==> src/rtl/rv64_pkg.sv <==
// Shared RV64 definitions: data width, register address width, LSU access sizes
// and the write-back record carried through the ex-result FIFO.
package rv64_pkg;

    localparam int XLEN   = 64;
    localparam int REG_AW = 5;

    typedef enum logic [1:0] {
        SZ_B = 2'd0,
        SZ_H = 2'd1,
        SZ_W = 2'd2,
        SZ_D = 2'd3
    } lsu_size_e;

    typedef struct packed {
        logic [REG_AW-1:0] rd;
        logic [XLEN-1:0]   data;
    } wb_entry_t;

endpackage

==> src/rtl/wb_stage_if.sv <==
// Bundle of the ex, LSU, id and regfile-port signals around the write-back stage.
// The stage itself uses the slave view; whoever drives it uses the master view.
interface wb_stage_if;
    import rv64_pkg::*;

    logic              ex_valid_i;
    logic              ex_ready_o;
    logic [REG_AW-1:0] ex_rd_i;
    logic [XLEN-1:0]   ex_data_i;

    logic              lsu_valid_i;
    logic [REG_AW-1:0] lsu_rd_i;
    logic [XLEN-1:0]   lsu_rdata_i;
    logic [1:0]        lsu_size_i;
    logic              lsu_uns_i;
    logic [2:0]        lsu_off_i;

    logic [REG_AW-1:0] id_rs1_i;
    logic [REG_AW-1:0] id_rs2_i;
    logic              id_stall_o;

    logic [REG_AW-1:0] reg_waddr_o;
    logic [XLEN-1:0]   reg_wdata_o;
    logic              reg_wen_o;

    modport slave (
        input  ex_valid_i, ex_rd_i, ex_data_i,
        input  lsu_valid_i, lsu_rd_i, lsu_rdata_i, lsu_size_i, lsu_uns_i, lsu_off_i,
        input  id_rs1_i, id_rs2_i,
        output ex_ready_o, id_stall_o,
        output reg_waddr_o, reg_wdata_o, reg_wen_o
    );

    modport master (
        output ex_valid_i, ex_rd_i, ex_data_i,
        output lsu_valid_i, lsu_rd_i, lsu_rdata_i, lsu_size_i, lsu_uns_i, lsu_off_i,
        output id_rs1_i, id_rs2_i,
        input  ex_ready_o, id_stall_o,
        input  reg_waddr_o, reg_wdata_o, reg_wen_o
    );

endinterface

==> src/rtl/wb_fifo.sv <==
// In-order FIFO for ex results that lost write-port arbitration. Slots are also
// presented oldest-first (slot 0 = head) so the stage can run its hazard compare.
module wb_fifo
    import rv64_pkg::*;
#(
    parameter int DEPTH = 2
) (
    input  logic                          clk,
    input  logic                          rst,
    input  logic                          push,
    input  wb_entry_t                     push_entry,
    input  logic                          pop,
    output wb_entry_t                     head,
    output logic                          full,
    output logic                          empty,
    output logic [DEPTH-1:0]              slot_valid,
    output logic [DEPTH-1:0][REG_AW-1:0]  slot_rd
);

    localparam int PW = $clog2(DEPTH);
    localparam int CW = PW + 1;

    logic [PW-1:0] rd_ptr;
    logic [PW-1:0] wr_ptr;
    logic [CW-1:0] count;
    wb_entry_t     mem [DEPTH];

    always_ff @(posedge clk) begin
        if (rst) begin
            rd_ptr <= '0;
            wr_ptr <= '0;
            count  <= '0;
        end else begin
            if (push) wr_ptr <= wr_ptr + PW'(1);
            if (pop)  rd_ptr <= rd_ptr + PW'(1);
            case ({push, pop})
                2'b10:   count <= count + CW'(1);
                2'b01:   count <= count - CW'(1);
                default: ;
            endcase
        end
    end

    // NOTE: storage is not reset; only count decides which slots hold live data.
    always_ff @(posedge clk) begin
        if (push) mem[wr_ptr] <= push_entry;
    end

    assign head  = mem[rd_ptr];
    assign full  = (count == CW'(DEPTH));
    assign empty = (count == '0);

    // NOTE: every always_comb output gets a default first, so no path can infer a latch.
    always_comb begin
        slot_valid = '0;
        slot_rd    = '0;
        for (int k = 0; k < DEPTH; k++) begin
            slot_valid[k] = (CW'(k) < count);
            slot_rd[k]    = mem[rd_ptr + PW'(k)].rd;
        end
    end

endmodule

==> src/rtl/wb_stage.sv <==
// Write-back stage: arbitrates loads, queued ex results and bypassed ex results onto
// the single regfile write port, formats load data, and flags pending rd to id.
module wb_stage
    import rv64_pkg::wb_entry_t, rv64_pkg::lsu_size_e, rv64_pkg::REG_AW;
#(
    parameter int XLEN  = 64,   // only 64 is supported
    parameter int DEPTH = 2
) (
    input logic       clk,
    input logic       rst,
    wb_stage_if.slave bus
);

    function automatic logic [XLEN-1:0] format_load(
        input logic [XLEN-1:0] raw,
        input lsu_size_e       size,
        input logic            uns,
        input logic [2:0]      off
    );
        logic [2:0]      eff;
        logic [XLEN-1:0] lane;
        logic [XLEN-1:0] res;
        eff = off;
        case (size)
            rv64_pkg::SZ_H: eff[0]   = 1'b0;
            rv64_pkg::SZ_W: eff[1:0] = 2'b00;
            rv64_pkg::SZ_D: eff      = 3'b000;
            default:        ;
        endcase
        lane = raw >> {eff, 3'b000};
        case (size)
            rv64_pkg::SZ_B: res = {{56{~uns & lane[7]}},  lane[7:0]};
            rv64_pkg::SZ_H: res = {{48{~uns & lane[15]}}, lane[15:0]};
            rv64_pkg::SZ_W: res = {{32{~uns & lane[31]}}, lane[31:0]};
            default:        res = lane;
        endcase
        return res;
    endfunction

    wb_entry_t                    fifo_head;
    logic                         fifo_full;
    logic                         fifo_empty;
    logic [DEPTH-1:0]             slot_valid;
    logic [DEPTH-1:0][REG_AW-1:0] slot_rd;

    logic      lsu_take;
    logic      ex_keep;
    logic      fifo_pop;
    logic      fifo_push;
    logic      bypass;
    logic      sel_any;
    wb_entry_t sel_entry;
    logic      stall;

    logic              wen_q;
    logic [REG_AW-1:0] waddr_q;
    logic [XLEN-1:0]   wdata_q;

    // rd==0 results are consumed here but never claim the write port or a FIFO slot.
    always_comb begin
        lsu_take  = bus.lsu_valid_i && (bus.lsu_rd_i != '0);
        ex_keep   = bus.ex_valid_i && !fifo_full && !rst && (bus.ex_rd_i != '0);
        fifo_pop  = !fifo_empty && !lsu_take;
        bypass    = ex_keep && fifo_empty && !lsu_take;
        fifo_push = ex_keep && !bypass;
        sel_any   = lsu_take || fifo_pop || bypass;
        sel_entry = '0;
        if (lsu_take) begin
            sel_entry.rd   = bus.lsu_rd_i;
            sel_entry.data = format_load(bus.lsu_rdata_i, lsu_size_e'(bus.lsu_size_i),
                                         bus.lsu_uns_i, bus.lsu_off_i);
        end else if (fifo_pop) begin
            sel_entry = fifo_head;
        end else if (bypass) begin
            sel_entry.rd   = bus.ex_rd_i;
            sel_entry.data = bus.ex_data_i;
        end
    end

    wb_fifo #(.DEPTH(DEPTH)) u_fifo (
        .clk        (clk),
        .rst        (rst),
        .push       (fifo_push),
        .push_entry ({bus.ex_rd_i, bus.ex_data_i}),
        .pop        (fifo_pop),
        .head       (fifo_head),
        .full       (fifo_full),
        .empty      (fifo_empty),
        .slot_valid (slot_valid),
        .slot_rd    (slot_rd)
    );

    // The head leaving this cycle is already on its way to the regfile bypass.
    always_comb begin
        stall = 1'b0;
        for (int k = 0; k < DEPTH; k++) begin
            if (slot_valid[k] && !(k == 0 && fifo_pop)) begin
                if ((bus.id_rs1_i != '0 && slot_rd[k] == bus.id_rs1_i) ||
                    (bus.id_rs2_i != '0 && slot_rd[k] == bus.id_rs2_i))
                    stall = 1'b1;
            end
        end
    end

    always_ff @(posedge clk) begin
        if (rst) begin
            wen_q   <= 1'b0;
            waddr_q <= '0;
            wdata_q <= '0;
        end else begin
            wen_q <= sel_any;
            if (sel_any) begin
                waddr_q <= sel_entry.rd;
                wdata_q <= sel_entry.data;
            end
        end
    end

    assign bus.ex_ready_o  = !fifo_full;
    assign bus.id_stall_o  = stall && !rst;
    assign bus.reg_wen_o   = wen_q;
    assign bus.reg_waddr_o = waddr_q;
    assign bus.reg_wdata_o = wdata_q;

endmodule

==> src/flat_wrapper.sv <==
// flat-port wrapper written by rule: the top's interface ports become plain ports
module wb_stage_flat import rv64_pkg::wb_entry_t, rv64_pkg::lsu_size_e, rv64_pkg::REG_AW;
#(
    parameter int XLEN  = 64,                          
    parameter int DEPTH = 2
)
  (clk, rst, bus_ex_valid_i, bus_ex_rd_i, bus_ex_data_i, bus_lsu_valid_i, bus_lsu_rd_i, bus_lsu_rdata_i, bus_lsu_size_i, bus_lsu_uns_i, bus_lsu_off_i, bus_id_rs1_i, bus_id_rs2_i, bus_ex_ready_o, bus_id_stall_o, bus_reg_waddr_o, bus_reg_wdata_o, bus_reg_wen_o);
  wb_stage_if bus_i ();
  input logic clk;
  input logic rst;
  input wire logic [$bits(bus_i.ex_valid_i)-1:0] bus_ex_valid_i;
  input wire logic [$bits(bus_i.ex_rd_i)-1:0] bus_ex_rd_i;
  input wire logic [$bits(bus_i.ex_data_i)-1:0] bus_ex_data_i;
  input wire logic [$bits(bus_i.lsu_valid_i)-1:0] bus_lsu_valid_i;
  input wire logic [$bits(bus_i.lsu_rd_i)-1:0] bus_lsu_rd_i;
  input wire logic [$bits(bus_i.lsu_rdata_i)-1:0] bus_lsu_rdata_i;
  input wire logic [$bits(bus_i.lsu_size_i)-1:0] bus_lsu_size_i;
  input wire logic [$bits(bus_i.lsu_uns_i)-1:0] bus_lsu_uns_i;
  input wire logic [$bits(bus_i.lsu_off_i)-1:0] bus_lsu_off_i;
  input wire logic [$bits(bus_i.id_rs1_i)-1:0] bus_id_rs1_i;
  input wire logic [$bits(bus_i.id_rs2_i)-1:0] bus_id_rs2_i;
  output wire logic [$bits(bus_i.ex_ready_o)-1:0] bus_ex_ready_o;
  output wire logic [$bits(bus_i.id_stall_o)-1:0] bus_id_stall_o;
  output wire logic [$bits(bus_i.reg_waddr_o)-1:0] bus_reg_waddr_o;
  output wire logic [$bits(bus_i.reg_wdata_o)-1:0] bus_reg_wdata_o;
  output wire logic [$bits(bus_i.reg_wen_o)-1:0] bus_reg_wen_o;
  assign bus_i.ex_valid_i = bus_ex_valid_i;
  assign bus_i.ex_rd_i = bus_ex_rd_i;
  assign bus_i.ex_data_i = bus_ex_data_i;
  assign bus_i.lsu_valid_i = bus_lsu_valid_i;
  assign bus_i.lsu_rd_i = bus_lsu_rd_i;
  assign bus_i.lsu_rdata_i = bus_lsu_rdata_i;
  assign bus_i.lsu_size_i = bus_lsu_size_i;
  assign bus_i.lsu_uns_i = bus_lsu_uns_i;
  assign bus_i.lsu_off_i = bus_lsu_off_i;
  assign bus_i.id_rs1_i = bus_id_rs1_i;
  assign bus_i.id_rs2_i = bus_id_rs2_i;
  assign bus_ex_ready_o = bus_i.ex_ready_o;
  assign bus_id_stall_o = bus_i.id_stall_o;
  assign bus_reg_waddr_o = bus_i.reg_waddr_o;
  assign bus_reg_wdata_o = bus_i.reg_wdata_o;
  assign bus_reg_wen_o = bus_i.reg_wen_o;
  wb_stage #(.XLEN(XLEN), .DEPTH(DEPTH)) u_core (.clk(clk), .rst(rst), .bus(bus_i));
endmodule
==> config.mk <==
export PLATFORM = sky130hd
export DESIGN_NAME = wb_stage_flat
export DESIGN_NICKNAME = d
export VERILOG_FILES = /design/src/rtl/rv64_pkg.sv /design/src/rtl/wb_stage_if.sv /design/src/rtl/wb_fifo.sv /design/src/rtl/wb_stage.sv /design/src/flat_wrapper.sv
export SDC_FILE = /design/constraint.sdc
export NUM_CORES = 1
export LEC_CHECK = 0
export BUFFER_PORTS_ARGS = -buffer_cell sky130_fd_sc_hd__buf_2
export CORE_ASPECT_RATIO = 1.25
export CORE_MARGIN = 3
export CORE_UTILIZATION = 40
export CTS_BUF_LIST = sky130_fd_sc_hd__clkbuf_4 sky130_fd_sc_hd__clkbuf_8
export DETAILED_ROUTE_END_ITERATION = 16
export PLACE_DENSITY = 0.73
export SETUP_SLACK_MARGIN = 0.4
export SLEW_MARGIN = 10
export SYNTH_ARGS = -nofsm -noshare
export SYNTH_HDL_FRONTEND = slang
export SYNTH_SLANG_ARGS = --single-unit
==> constraint.sdc <==
create_clock -name clk -period 13.3 [get_ports clk]
set_input_delay 1.33 -clock clk [delete_from_list [all_inputs] [get_ports clk]]
set_output_delay 1.33 -clock clk [all_outputs]
set_load 0.02 [all_outputs]
==> impl_metrics.py, run 1 <==
metrics = {
    "clocking": {
        "cts_made_buffers": 37,
        "holdBufCountCts": 0,
        "cts_tree": "done",
        "cts_resized": 0,
        "cts_setup_buffers": 0,
        "root_buffer": "clkbuf_8",
        "htree_levels": 2,
        "clkLatencyLatePin_ps": 520,
        "cts.sinks": 213,
        "clockBufferDepth": 3,
        "clk_pin_slew_ps": 60,
    },
    "status": {
        "status": "finished, final reports clean",
    },
    "hold_path": {
        "min_delay_path_depth": 2,
        "worstHoldStart": "u_core.bus.reg_wdata_o[15]",
        "min_to": "u_core.bus.reg_wdata_o[15]",
        "hold_class": "flop to flop",
    },
    "sta": {
        "post-route-period-util_pct": 43.0,
        "tightest_slew_ps": 961,
        "fin_crit_ps": 5720,
        "rsz0062_at_grt": "false",
        "setup_tns_ps": 0,
        "clock.fmax_mhz": 175,
        "hold_viol": 0,
        "drv_slew": 0,
        "slew_headroom_pct": 36.0,
        "setup_violations": 0,
        "fin_skew_ps": 9.63,
    },
    "worst_setup_path": {
        "r2r_cells": 10,
        "worstSetupPathType": "primary input to primary output",
        "timing.reg2reg.setup_slack_ps": 9770,
        "cp_max_fo": 47,
        "cp-end-kind": "primary output",
        "startpoint_type": "primary input",
        "crit_required_ps": 11970,
        "r2r_end": "u_core.bus.reg_wdata_o[34]",
        "worstPathArrival_ps": 4390,
        "r2r_start": "u_core.u_fifo.count[0]",
    },
    "yosys": {
        "synthSimpleGateAreaFrac_pct": 13.0,
        "synth.area.mux_share_pct": 9.54,
        "synth-xor-area-share_pct": 1.98,
        "ys_types": 52,
        "yosys.area_share.adder_pct": 0.472,
        "syn_nets": 1184,
        "synth_top_family_by_area": "compound AO/OA/AOI/OAI gates",
        "yosysWarnings": 0,
        "synth_compound_area_share_pct": 18.2,
        "ys_seq_area_share_pct": 53.3,
        "syn_inst": 1022,
        "post_synth.cell_area_avg_um2": 10.4,
        "ys_ff_latch": 213,
        "synthArstFlopShare_pct": 0,
        "synth_edf_count": 138,
        "ys.flop_type": "edfxtp_1",
        "syn-cell-area_um2": 10600,
    },
    "floorplan": {
        "die_w_um": 152,
        "io_pins": 230,
        "die_h_um": 188,
        "fp-row-count": 66,
        "core_um2": 26100,
        "start_util_pct": 40.6,
        "die_area_um2": 28500,
    },
    "pwr": {
        "leakage_nw": 4.96,
        "power.density_nw_per_um2": 172,
        "max-vdd-ir-drop_mv": 0.135,
    },
    "route": {
        "drc_errors": 0,
        "avgRoutedWirePerCell_um": 22.0,
        "routed_wl_um": 35100,
        "via_per_inst": 5.82,
        "num_vias": 9304,
        "ant_nets": 0,
        "first_pass_iters": 7,
        "dr.first_iter.drc_count": 945,
    },
    "final_layout": {
        "nFillCells": 2397,
        "area.growth.synth_to_final_pct": 21.2,
        "fin_area_um2": 12800,
        "nNetsFinal": 1381,
        "drive_above_1_share_pct": 26.7,
    },
    "place": {
        "numPortBuffers": 229,
        "hpwlAfterDp_um": 24400,
        "place_area_um2": 12000,
        "gp_congestion": 0.940,
    },
    "global_routing": {
        "grtUsageTotal_pct": 24.0,
        "grt_pass1_vias": 9121,
        "grt_overflow": 0,
        "grt_pass1_wl_um": 52800,
        "grt_max_degree": 76,
        "antenna_found_initial": 12,
    },
    "run": {
        "maxCapViolations": 0,
    },
}
-- per-layer routing --
| layer | routed length, µm | GRT usage, % | vias up |
|---|---|---|---|
| met5 | 34 | 0 | - |
| met4 | 1130 | 8.58 | 6 |
| met3 | 3190 | 5.49 | 72 |
| met2 | 16600 | 38.5 | 485 |
| met1 | 14200 | 31.7 | 4470 |
| li1 | - | - | 4271 |
-- state kept, by name, indices dropped and copies added, names as in the netlist, named ones only --
signal and cells:
u_core.bus.reg_waddr_o 5, u_core.bus.reg_wdata_o 64, u_core.bus.reg_wen_o 1, u_core.u_fifo.count 2, u_core.u_fifo.mem 138, u_core.u_fifo.rd_ptr 1, u_core.u_fifo.wr_ptr 1
-- cells in the mapped netlist (all sizes together) (2+ instances only) --
cell	count	area share, %
nand2	141	5.0
edfxtp	138	39
nor2	102	3.6
mux2i	83	7.8
dfxtp	75	14
clkbuf	56	2.0
o21ai	48	2.3
a211oi	45	3.2
o31ai	44	3.2
a21oi	33	1.6
a32oi	33	2.7
buf	31	1.4
nand3	26	1.2
o211ai	24	1.7
nor3	19	0.90
xor2	18	1.5
a31oi	12	0.71
mux4	8	1.7
o22ai	8	0.53
inv	7	0.25
nor2b	7	0.41
o2111ai	7	0.58
xnor2	6	0.50
a211o	4	0.33
ha	4	0.47
nand2b	4	0.24
nand4	4	0.24
nor3b	4	0.28
a22o	3	0.25
nand4b	3	0.25
o211a	3	0.28
or4	3	0.21
a31o	2	0.17
and3b	2	0.17
o21a	2	0.14
-- area by class of cell --
class,instances,area (µm²),area share (%)
diodes,11,27.5,0.214
clock buffers,60,726,5.65
clock inverters,8,90.1,0.701
inverters,7,26.3,0.205
multi-input cells,715,4630,36.1
flip-flops and latches,213,5650,44.0
well taps,340,425,3.31
repair buffers,245,1270,9.86
-- cell usage in the layout, fill, tap and decap left out, types with 16 or more instances in the layout --
master / synthesis / final
buf_2: 25 / 229
nand2_1: 141 / 141
edfxtp_1: 138 / 138
nor2_1: 101 / 98
mux2i_1: 83 / 83
dfxtp_1: 75 / 74
o21ai_0: 48 / 47
a211oi_1: 45 / 45
clkbuf_8: 0 / 44
o31ai_1: 43 / 43
a21oi_1: 33 / 33
a32oi_1: 33 / 33
nand3_1: 26 / 26
o211ai_1: 24 / 24
nor3_1: 19 / 19
xor2_1: 18 / 18
clkbuf_4: 0 / 16
buf_4: 0 / 16
-- kinds of logic after synthesis --
logic type      after synthesis
fa+ha+maj                     4
flops                       213
mux                          91
simple gates                321
compound gates              275
xor+xnor                     24
buf+inv                      94
-- through the flow --
stage / hold WS, ps / utilization, % / power, mW / setup WS [ps] / instances
global placement: 429 / 46.0 / 1.55 / 7680 / 1520
global route: 468 / 49.2 / 2.32 / 7430 / 1595
detailed placement: 439 / 46.0 / 1.57 / 7580 / 1520
finish: 453 / 49.2 / 2.20 / 7580 / 1599
CTS: 451 / 49.1 / 2.22 / 7580 / 1588
floorplan: 497 / - / 1.34 / 7990 / 1022
-- power breakdown --
group,switching (mW),internal (mW)
registers,0.0663,0.803
logic,0.445,0.239
clock network,0.267,0.384
-- worst max path at each step --
stage                               start                       to  depth (start not counted)
after floorplan           bus_lsu_rd_i[3]  u_core.u_fifo.mem[0][0]                          4
after global placement    bus_lsu_rd_i[3]           bus_id_stall_o                         10
after detailed placement  bus_lsu_rd_i[3]           bus_id_stall_o                         10
after CTS                 bus_lsu_rd_i[3]           bus_id_stall_o                         10
after global routing      bus_lsu_rd_i[3]           bus_id_stall_o                         10
final                     bus_lsu_rd_i[3]           bus_id_stall_o                         10
-- critical path, cell delays in order --
cell and delay (ps):
buf_2 100, or3_1 430, o31ai_4 180, buf_4 460
a31o_2 230, buf_4 450, inv_1 460, nand2_1 380
o31ai_1 130, buf_2 200
Note: power is estimated with default switching activity, not from simulation.
==> run 2, diff against run 1 <==
- ABC_AREA: not set -> 1
- PLACE_DENSITY: 0.73 -> 0.74
- clock period: 13.3 -> 4.8 ns (I/O delays scaled with it)
==> run 2 against run 1 <==
Die area is 11% higher. Critical path depth shrank 1. Total power grew to 2.6 times the previous value. Critical endpoint unchanged.
==> impl_metrics.py, run 2 <==
metrics = {
    "status": {
        "status": "finished, final reports clean",
    },
    "clocking": {
        "cts_setup_buffers": 0,
        "holdBufCountCts": 0,
        "cts.sinks": 213,
        "htree_levels": 1,
        "clkLatencyLatePin_ps": 570,
        "root_buffer": "clkbuf_8",
        "cts_made_buffers": 30,
        "cts_resized": 0,
        "clockBufferDepth": 3,
        "clk_pin_slew_ps": 70,
        "cts_tree": "done",
    },
    "sta": {
        "hold_viol": 0,
        "setup_violations": 0,
        "drv_slew": 0,
        "rsz0062_at_grt": "false",
        "tightest_slew_ps": 971,
        "setup_tns_ps": 0,
        "post-route-period-util_pct": 70.1,
        "clock.fmax_mhz": 297,
        "worst_slack_ps": 1430,
        "slew_headroom_pct": 35.1,
        "holdWs_ps": 110,
        "fin_skew_ps": 14.6,
        "fin_crit_ps": 3370,
    },
    "place": {
        "gp_congestion": 0.935,
        "hpwlAfterDp_um": 27500,
        "dp.cells": 2111,
        "post-place-ws_ps": 1550,
        "numPortBuffers": 229,
        "place_area_um2": 13100,
    },
    "global_routing": {
        "grt_overflow": 0,
        "antenna_found_initial": 4,
        "grt_max_degree": 77,
        "grt_pass1_vias": 10700,
        "grt_pass1_wl_um": 59500,
        "grtUsageTotal_pct": 23.5,
    },
    "route": {
        "ant_nets": 0,
        "avgRoutedWirePerCell_um": 17.9,
        "drc_errors": 0,
        "dr.first_iter.drc_count": 1194,
        "num_vias": 11600,
        "via_per_inst": 5.33,
        "first_pass_iters": 5,
        "routed_wl_um": 38900,
    },
    "pwr": {
        "p_int_mw": 3.55,
        "clkPwrFrac_pct": 24.9,
        "leakage_nw": 6.44,
        "power.density_nw_per_um2": 419,
        "combPwrFrac_pct": 33.3,
        "max-vdd-ir-drop_mv": 0.211,
        "netSwitchingPower_mw": 2.18,
        "seqPwrFrac_pct": 41.7,
        "power_mw": 5.73,
        "swShare_pct": 38.0,
    },
    "final_layout": {
        "fin_cells": 2171,
        "postLayoutCoreUtil_pct": 47.6,
        "top_register": "u_core.u_fifo.mem",
        "seqCellArea_um2": 5650,
        "most-common-layout-cells": "nand2_1, nand3_1, buf_2",
        "drive_above_1_share_pct": 18.8,
        "layout_commonest_cell": "nand2_1",
        "fin_area_um2": 13700,
        "nFillCells": 2829,
        "area.growth.synth_to_final_pct": 15.8,
        "nNetsFinal": 1915,
        "multi_input_area_um2": 5340,
        "largest_register_ffs": 138,
    },
    "worst_setup_path": {
        "timing.reg2reg.setup_slack_ps": 1900,
        "r2r_cells": 7,
        "crit_path_end": "bus_id_stall_o",
        "cp_max_fo": 37,
        "cp-end-kind": "primary output",
        "worstSetupPathType": "flop to primary output",
        "startpoint_type": "flop",
        "r2r_end": "u_core.bus.reg_wdata_o[60]",
        "crit_required_ps": 4320,
        "worstPathArrival_ps": 2890,
        "r2r_start": "u_core.u_fifo.count[1]",
    },
    "yosys": {
        "post_synth.cell_area_avg_um2": 7.48,
        "syn-cell-area_um2": 11800,
        "syn_nets": 1742,
        "yosysWarnings": 0,
        "yosys.cell_count.top_type": "nand2_1",
        "ys_ff_latch": 213,
        "synth_edf_count": 138,
        "yosysTopAreaCell": "edfxtp_1",
        "synth_top_area_share_pct": 35.1,
        "yosys-top-cells-count": "nand2_1, nand3_1, edfxtp_1, a21oi_1, inv_1",
        "ys.flop_type": "edfxtp_1",
        "ys_types": 30,
        "syn_inst": 1580,
        "synthArstFlopShare_pct": 0,
        "yosys-top-cells-area": "edfxtp_1, nand2_1, dfxtp_1, nand3_1, a21oi_1",
        "ys_seq_area_share_pct": 47.8,
    },
    "floorplan": {
        "die_w_um": 160,
        "io_pins": 230,
        "fp-row-count": 69,
        "start_util_pct": 41.1,
        "core_um2": 28700,
        "die_h_um": 198,
        "die_area_um2": 31600,
    },
    "hold_path": {
        "hold_class": "primary input to flop",
    },
    "run": {
        "maxCapViolations": 0,
    },
}
-- run 2: cell count changes after synthesis, moves of 18 or more --
cell and change:
a211oi_1 -45, a21oi_1 +54, a32oi_1 -33, buf_2 +21
clkbuf_1 -28, inv_1 +69, mux2i_1 -76, nand2_1 +540
nand3_1 +212, nand4_1 +31, nor2_1 -68, nor3_1 -18
o31ai_1 -43
-- run 2: how the worst min path moves through the flow --
stage,from,to,cells past startpoint
floorplan,u_core.u_fifo.wr_ptr,u_core.u_fifo.wr_ptr,2
global placement,u_core.bus.reg_wdata_o[33],u_core.bus.reg_wdata_o[33],2
detailed placement,u_core.bus.reg_wdata_o[33],u_core.bus.reg_wdata_o[33],2
CTS,bus_ex_data_i[2],u_core.u_fifo.mem[0][2],1
global route,bus_ex_data_i[54],u_core.u_fifo.mem[1][54],1
finish,bus_ex_data_i[2],u_core.u_fifo.mem[0][2],1
-- run 2: cells by family (layout without fill, tap and decap cells) --
kind of cell,after synthesis,count (layout),share of synthesized area [%]
AND/OR/NAND/NOR,1005,1005,35.9
flip-flops,213,213,47.8
buffers and inverters,186,383,7.27
AO/OA/AOI/OAI,162,162,7.79
multiplexers,7,7,0.593
adder cells (fa/ha/maj),4,4,0.424
XOR/XNOR,3,3,0.222
other,0,4,0
-- run 2: final cells by class --
cell class	instances	area share [%]
Antenna cell	4	0.0731
Clock buffer	47	4.18
Clock inverter	9	0.320
Inverter	83	2.28
Multi-Input combinational cell	1181	39.0
Sequential cell	213	41.3
Tap cell	390	3.57
Timing Repair Buffer	244	9.29
-- run 2: metal layers --
metal	share of wire, %	track usage, %	vias to the layer above
li1	-	-	5608
met1	42	32.3	5327
met2	46	38.1	572
met3	8.1	2.99	61
met4	3.2	9.15	0
met5	0	0	-
-- run 2: power by group through the flow --
| stage | registers [mW] | logic (mW) | clock network, mW |
|---|---|---|---|
| floorplan | 2.53 | 1.13 | 0 |
| global placement | 2.42 | 1.87 | 0 |
| detailed placement | 2.43 | 1.90 | 0 |
| CTS | 2.39 | 1.91 | 1.46 |
| global route | 2.41 | 2.11 | 1.53 |
| finish | 2.39 | 1.91 | 1.43 |
-- run 2: worst max-delay path: stages, from the launching register on --
cell and delay, ps:
dfxtp_2 880, clkinv_1 280, o21ai_0 340, nand2_1 90, a21oi_1 190, nand3_1 90, nand2_1 80, nand2_1 50
a21oi_1 130, buf_2 190
